## src/rtl/dpram_port_arbiter_pkg.sv

```systemverilog
// Shared types and the round-robin selection rule used by dpram_port_arbiter.
package dpram_arb_pkg;

  localparam int unsigned MAX_REQ = 8;
  localparam int unsigned IDX_W   = 3;

  typedef logic [IDX_W-1:0]   idx_t;
  typedef logic [MAX_REQ-1:0] req_vec_t;

  typedef enum logic {
    ARB,
    CLEAR
  } arb_state_t;

  typedef struct packed {
    logic valid;
    idx_t idx;
  } rr_result_t;

  // First requesting index strictly after `last`, wrapping at nreq.
  function automatic rr_result_t rr_next(input idx_t last, input req_vec_t req,
                                         input int unsigned nreq);
    rr_result_t  res;
    int unsigned pos;
    res = '0;
    for (int unsigned k = 1; k <= MAX_REQ; k++) begin
      pos = 32'(last) + k;
      if (pos >= nreq) pos = pos - nreq;
      if (k <= nreq && !res.valid && req[pos[IDX_W-1:0]]) begin
        res.valid = 1'b1;
        res.idx   = idx_t'(pos);
      end
    end
    return res;
  endfunction

endpackage

```

## src/rtl/dpram_port_arbiter_rr_pick.sv

```systemverilog
// Combinational round-robin picker: one-hot grant plus encoded index.
module rr_pick
  import dpram_arb_pkg::*;
#(
  parameter int unsigned NREQ = 3
) (
  input  logic [NREQ-1:0] req,
  input  idx_t            last,
  output logic [NREQ-1:0] grant,
  output idx_t            idx,
  output logic            valid
);

  req_vec_t   req_ext;
  rr_result_t pick;

  always_comb begin
    req_ext            = '0;
    req_ext[NREQ-1:0]  = req;
    pick               = rr_next(last, req_ext, NREQ);
    valid              = pick.valid;
    idx                = pick.idx;
    for (int unsigned i = 0; i < NREQ; i++) begin
      grant[i] = pick.valid && (pick.idx == idx_t'(i));
    end
  end

endmodule

```

## src/rtl/dpram_port_arbiter.sv

```systemverilog
// Round-robin sharing of one dpram port among NREQ requesters, with a
// sequencer that fills the whole RAM with FILL_VALUE on a clear pulse.
module dpram_port_arbiter
  import dpram_arb_pkg::*;
#(
  parameter int unsigned           ADDR_WIDTH = 8,
  parameter int unsigned           DATA_WIDTH = 8,
  parameter int unsigned           NREQ       = 3,
  parameter logic [DATA_WIDTH-1:0] FILL_VALUE = '0
) (
  input  logic                       clock,
  input  logic                       reset,
  input  logic                       clear,
  output logic                       clear_busy,
  input  logic [NREQ-1:0]            req,
  input  logic [NREQ-1:0]            we,
  input  logic [NREQ*ADDR_WIDTH-1:0] addr,
  input  logic [NREQ*DATA_WIDTH-1:0] wdata,
  output logic [NREQ-1:0]            ack,
  output logic [NREQ-1:0]            rvalid,
  output logic [DATA_WIDTH-1:0]      rdata,
  output logic [ADDR_WIDTH-1:0]      ram_address,
  output logic [DATA_WIDTH-1:0]      ram_data,
  output logic                       ram_enable,
  output logic                       ram_wren,
  output logic                       ram_cs,
  input  logic [DATA_WIDTH-1:0]      ram_q
);

  arb_state_t            state;
  arb_state_t            state_next;
  idx_t                  last;
  logic [ADDR_WIDTH-1:0] clr_cnt;

  logic [NREQ-1:0]       grant;
  idx_t                  grant_idx;
  logic                  grant_valid;
  logic                  accept;

  logic [ADDR_WIDTH-1:0] sel_addr;
  logic [DATA_WIDTH-1:0] sel_wdata;
  logic                  sel_we;

  rr_pick #(.NREQ(NREQ)) u_pick (
    .req   (req),
    .last  (last),
    .grant (grant),
    .idx   (grant_idx),
    .valid (grant_valid)
  );

  // One-hot field mux driven by the picker's grant vector.
  always_comb begin
    sel_addr  = '0;
    sel_wdata = '0;
    sel_we    = 1'b0;
    for (int unsigned i = 0; i < NREQ; i++) begin
      if (grant[i]) begin
        sel_addr  = addr[i*ADDR_WIDTH +: ADDR_WIDTH];
        sel_wdata = wdata[i*DATA_WIDTH +: DATA_WIDTH];
        sel_we    = we[i];
      end
    end
  end

  // clear wins over any request presented in the same cycle.
  assign accept = (state == ARB) && !clear && grant_valid;

  always_ff @(posedge clock) begin
    if (reset) state <= ARB;
    else       state <= state_next;
  end

  always_comb begin
    state_next = state;
    case (state)
      ARB:     if (clear) state_next = CLEAR;
      CLEAR:   if (!clear && clr_cnt == '1) state_next = ARB;
      default: state_next = ARB;
    endcase
  end

  always_ff @(posedge clock) begin
    if (reset) begin
      last    <= idx_t'(NREQ - 1);
      clr_cnt <= '0;
      rvalid  <= '0;
    end else begin
      rvalid <= (accept && !sel_we) ? grant : '0;
      if (accept) last <= grant_idx;
      if (clear || state == ARB) clr_cnt <= '0;
      else                       clr_cnt <= clr_cnt + 1'b1;
    end
  end

  always_comb begin
    ack         = '0;
    clear_busy  = 1'b0;
    ram_enable  = 1'b0;
    ram_wren    = 1'b0;
    ram_address = sel_addr;
    ram_data    = sel_wdata;
    case (state)
      CLEAR: begin
        clear_busy  = 1'b1;
        ram_enable  = 1'b1;
        ram_wren    = 1'b1;
        ram_address = clr_cnt;
        ram_data    = FILL_VALUE;
      end
      default: begin
        if (accept) begin
          ack        = grant;
          ram_enable = 1'b1;
          ram_wren   = sel_we;
        end
      end
    endcase
  end

  assign ram_cs = 1'b1;
  assign rdata  = ram_q;

endmodule

```

## config.mk

```make
export PLATFORM = sky130hd
export DESIGN_NAME = dpram_port_arbiter
export DESIGN_NICKNAME = d
export VERILOG_FILES = /design/src/rtl/dpram_port_arbiter_pkg.sv /design/src/rtl/dpram_port_arbiter_rr_pick.sv /design/src/rtl/dpram_port_arbiter.sv
export SDC_FILE = /design/constraint.sdc
export NUM_CORES = 1
export LEC_CHECK = 0
export CAP_MARGIN = 30
export CORE_MARGIN = 2
export CORE_UTILIZATION = 35
export DETAILED_ROUTE_END_ITERATION = 8
export GPL_TIMING_DRIVEN = 0
export PLACE_DENSITY_LB_ADDON = 0.3
export SETUP_SLACK_MARGIN = 0.2
export SLEW_MARGIN = 20
export SYNTH_ARGS = -nofsm -noshare
export SYNTH_HDL_FRONTEND = slang
export SYNTH_HIERARCHICAL = 1
export SYNTH_SLANG_ARGS = --single-unit
```

## constraint.sdc

```tcl
create_clock -name clock -period 4.9 [get_ports clock]
set_clock_uncertainty 0.2 [all_clocks]
set_input_delay 0.98 -clock clock [delete_from_list [all_inputs] [get_ports clock]]
set_output_delay 0.98 -clock clock [all_outputs]
set_load 0.005 [all_outputs]
```

==> Flow_metrics.wiki <==
{| class="wikitable"
! Metric !! Value
|-
| Number of I/O port buffers || 88
|-
| Residual antenna-violating net count after detailed routing || 0
|-
| Most repeated cell in the gate-level netlist after synthesis || nor2b_1
|-
| Peak supply drop || 525 uV
|-
| Count of flip-flops with a built-in enable after synthesis || 0
|-
| Area share of the largest cell type after synthesis || 0.175
|-
| Leading post-synthesis cells by instance count || nor2b_1 (20), a221oi_1 (16), nand2_1 (16), dfxtp_1 (15)
|-
| Post-synthesis register bit count || 15
|-
| Number of antenna diodes || 0
|-
| Mean area per synthesized cell || 7.69 um^2
|-
| Cell area after technology mapping || 1710 um^2
|-
| Synth async-reset ratio || 0
|-
| Total Nets Final || 395
|-
| Total of fill cells in the finished design || 428
|-
| Height of the die || ~74 um
|-
| Total core area || approximately 4700 um^2
|-
| Number of H-tree branching levels || 1
|-
| Vias in the first global route || 1917
|-
| Die Area || 5470 um^2
|-
| CP arrival || ~3500 ps
|-
| Layout cells sized above 1 || 0.188
|-
| Final GP Congestion || 0.933
|-
| Top Ports || a little under 100
|-
| Distinct cell type count of the synthesized netlist || 52
|-
| Kind of end point of the critical path || output port
|-
| Detail-routed via count per cell || 5.33
|-
| Path category of the worst min-delay check || reg -> reg
|-
| Clock tree from TritonCTS || yes
|-
| Setup crit start kind || flop
|-
| Vias post-DR || 2061
|-
| GRT Resource Usage Total || 0.197
|-
| Clock Path Buffers || 2
|-
| Timing startpoint of the critical path || last[0]
|-
| Run status || finished clean
|-
| Sequential cell area fraction in the yosys report || 0.175
|-
| Period Utilization, post-route || 0.958
|-
| Hold Fails Final Rpt || 0
|-
| Most frequently used flop master after synthesis || dfxtp_1
|-
| Leak Pwr || 1.25 nW
|-
| Syn Nets || 297
|-
| Syn Inst Count || 223
|-
| Yosys warning count || 6
|-
| Synthesized-area fraction occupied by ao, oa, aoi and oai cells || 0.273
|-
| Crit path kind || reg -> out
|-
| Routed length per instance || approximately 14 um
|-
| Number of cells on the worst hold path || 1
|-
| Starting DRT DRC Count || about 110
|-
| Timing-limited maximum frequency || 213 MHz
|-
| Number of maximum-capacitance violations || 0
|-
| Hold path startpoint || clr_cnt[0]
|-
| Clk Tree Root Cell || clkbuf_8
|-
| Syn-to-layout area delta || 69.6%
|-
| Unrepaired setup endpoints after global routing || true
|-
| Final core utilization || 0.615
|-
| Final Routed Wirelength || ~5500 um
|-
| Clk Latency, worst-skew pair || between 200 and 300 ps
|-
| Reg2reg end || rvalid[0]
|-
| Clock transition at path regs || roughly 70 ps
|-
| Dominant combinational cell family by area after synthesis || simple AND/OR/NAND/NOR gates
|-
| R2r worst-path depth || 12
|-
| Number of iterations in the first detailed-routing pass || 6
|-
| Maximum number of pins on one net before global-route repair || 11
|-
| Post-synthesis mux area share || 0.0234
|-
| Leading cell types by total area after synthesis || dfxtp_1 (18%), a221oi_1 (8.2%), nor2b_1 (7.3%), ha_1 (6.6%), buf_4 (4.8%)
|-
| Width of the die || 74.0 um
|-
| Clock Sinks || 15
|-
| Grt ovf || 0
|-
| Clock buffers created by TritonCTS || 3
|-
| Antenna violations before repair || 0
|-
| XOR/XNOR Fraction of Synth Area || 0.0511
|-
| Post-synthesis share of cell area spent on full adders, half adders and majority gates || 0.0657
|-
| Post-layout minimum cycle time || 4700 ps
|-
| Number of failing setup endpoints in the final timing report || 0
|-
| Post-synthesis share of cell area spent on and, or, nand and nor gates || 0.318
|-
| Worst endpoint required time || ~3700 ps
|-
| Initial cell density of the core || 0.363
|-
| Terminating pin of the worst hold path || clr_cnt[0]
|-
| Hpwl dp || 4210 um
|-
| Crit Reg-Reg Startpoint || last[0]
|-
| Non-filler cells, final || 387
|-
| Placed cell count || 378
|-
| DRC || 0
|-
| Number of standard-cell rows in the floorplan || 25
|-
| Final slew viol count || 0
|-
| Worst reg-to-reg setup slack || 1870 ps
|-
| Power per cell area || 820 nW/um^2
|-
| Post-synthesis cell type with the largest combined area || dfxtp_1
|-
| Wire length of the first global-routing pass || ~8600 um
|-
| CP max FO || 10
|-
| CTS hold repair buffers || 0
|}
worst max path at each step:
stage,end,slack [ps],cells past startpoint
floorplan,ram_address[5],840,13
global placement,ram_address[5],-460,12
detailed placement,ram_address[5],-490,12
CTS,ram_data[3],190,14
global route,ram_data[4],20,15
finish,ram_data[3],200,14
metrics by stage:
| step | area (um^2) | worst slack (ps) | total power [mW] | hold slack (ps) | setup TNS (ps) |
|---|---|---|---|---|---|
| floorplan | 1710 | 837 | 1.36 | 242 | 0 |
| global placement | 2680 | -459 | 2.10 | 262 | -5510 |
| detailed placement | 2680 | -490 | 2.11 | 273 | -6030 |
| CTS | 2810 | 187 | 2.35 | 289 | 0 |
| global route | 2910 | 16.9 | 2.59 | 335 | 0 |
| finish | 2910 | 204 | 2.38 | 284 | 0 |
cells by family after synthesis:
family,after synthesis
buf+inv,28
compound gates,60
mux,4
xor+xnor,10
other cells,2
simple gates,95
flops,15
fa+ha+maj,9
registers in the layout (all words and copies together), names as in the netlist:
signal and cells:
clr_cnt 8, last 3, state 1, rvalid 3
critical path, stage by stage, from the launching register on:
cell	delay, ps
dfxtp_4	380
inv_4	70
ha_2	220
xnor2_4	160
o31a_4	320
a221o_1	310
o211ai_2	240
nor3_2	80
a21o_2	230
nor2b_1	130
buf_4	180
buf_6	150
a221oi_1	80
nor3_1	190
clkdlybuf4s50_1	530
timing repair:
item | CTS | global route
pin swaps | 4 | 5
setup buffers | 3 | 2
resized for setup | 30 | 26
endpoints found under the setup margin | 21 | 21
per-layer routing:
metal	track usage	share of wire
met1	0.252	0.41
met2	0.325	0.49
met3	0.0474	0.080
met4	0.0687	0.012
met5	0	0
where the power goes:
part / switching (mW) / internal, mW
combinational: 0.979 / 1.14
clock: 0.0460 / 0.0564
sequential: 0.0221 / 0.141
total: 1.05 / 1.33
area by class of cell:
| type | instances | area (um^2) | share of cell area |
|---|---|---|---|
| buffer | 23 | 153 | 0.0525 |
| clock buffer | 3 | 41.3 | 0.0142 |
| clock inverter | 1 | 5.00 | 0.00172 |
| inverter | 5 | 21.3 | 0.00732 |
| multi-input combinational | 180 | 1350 | 0.464 |
| sequential | 15 | 309 | 0.106 |
| tap | 67 | 83.8 | 0.0288 |
| timing repair buffer | 93 | 946 | 0.325 |
cells in the final DEF (no fill, tap or decap), types with 3 or more instances in the layout:
master,synthesis,layout
a21o_2,2,3
a21oi_1,9,7
a221oi_1,16,16
and2_1,4,4
buf_4,11,17
clkbuf_1,7,3
clkbuf_2,1,3
clkbuf_8,0,3
clkdlybuf4s50_1,0,71
dfxtp_1,15,12
dlygate4sd2_1,0,4
dlymetal6s2s_1,0,13
ha_1,9,7
inv_1,5,3
mux2i_1,4,4
nand2_1,16,16
nand3_1,8,8
nand3b_1,3,3
nor2_1,12,12
nor2b_1,20,19
nor3_1,12,11
nor4b_1,3,3
o21ai_0,6,4
o31ai_1,10,10
xnor2_1,7,6
No activity file was read; power rests on OpenSTA's default activity.
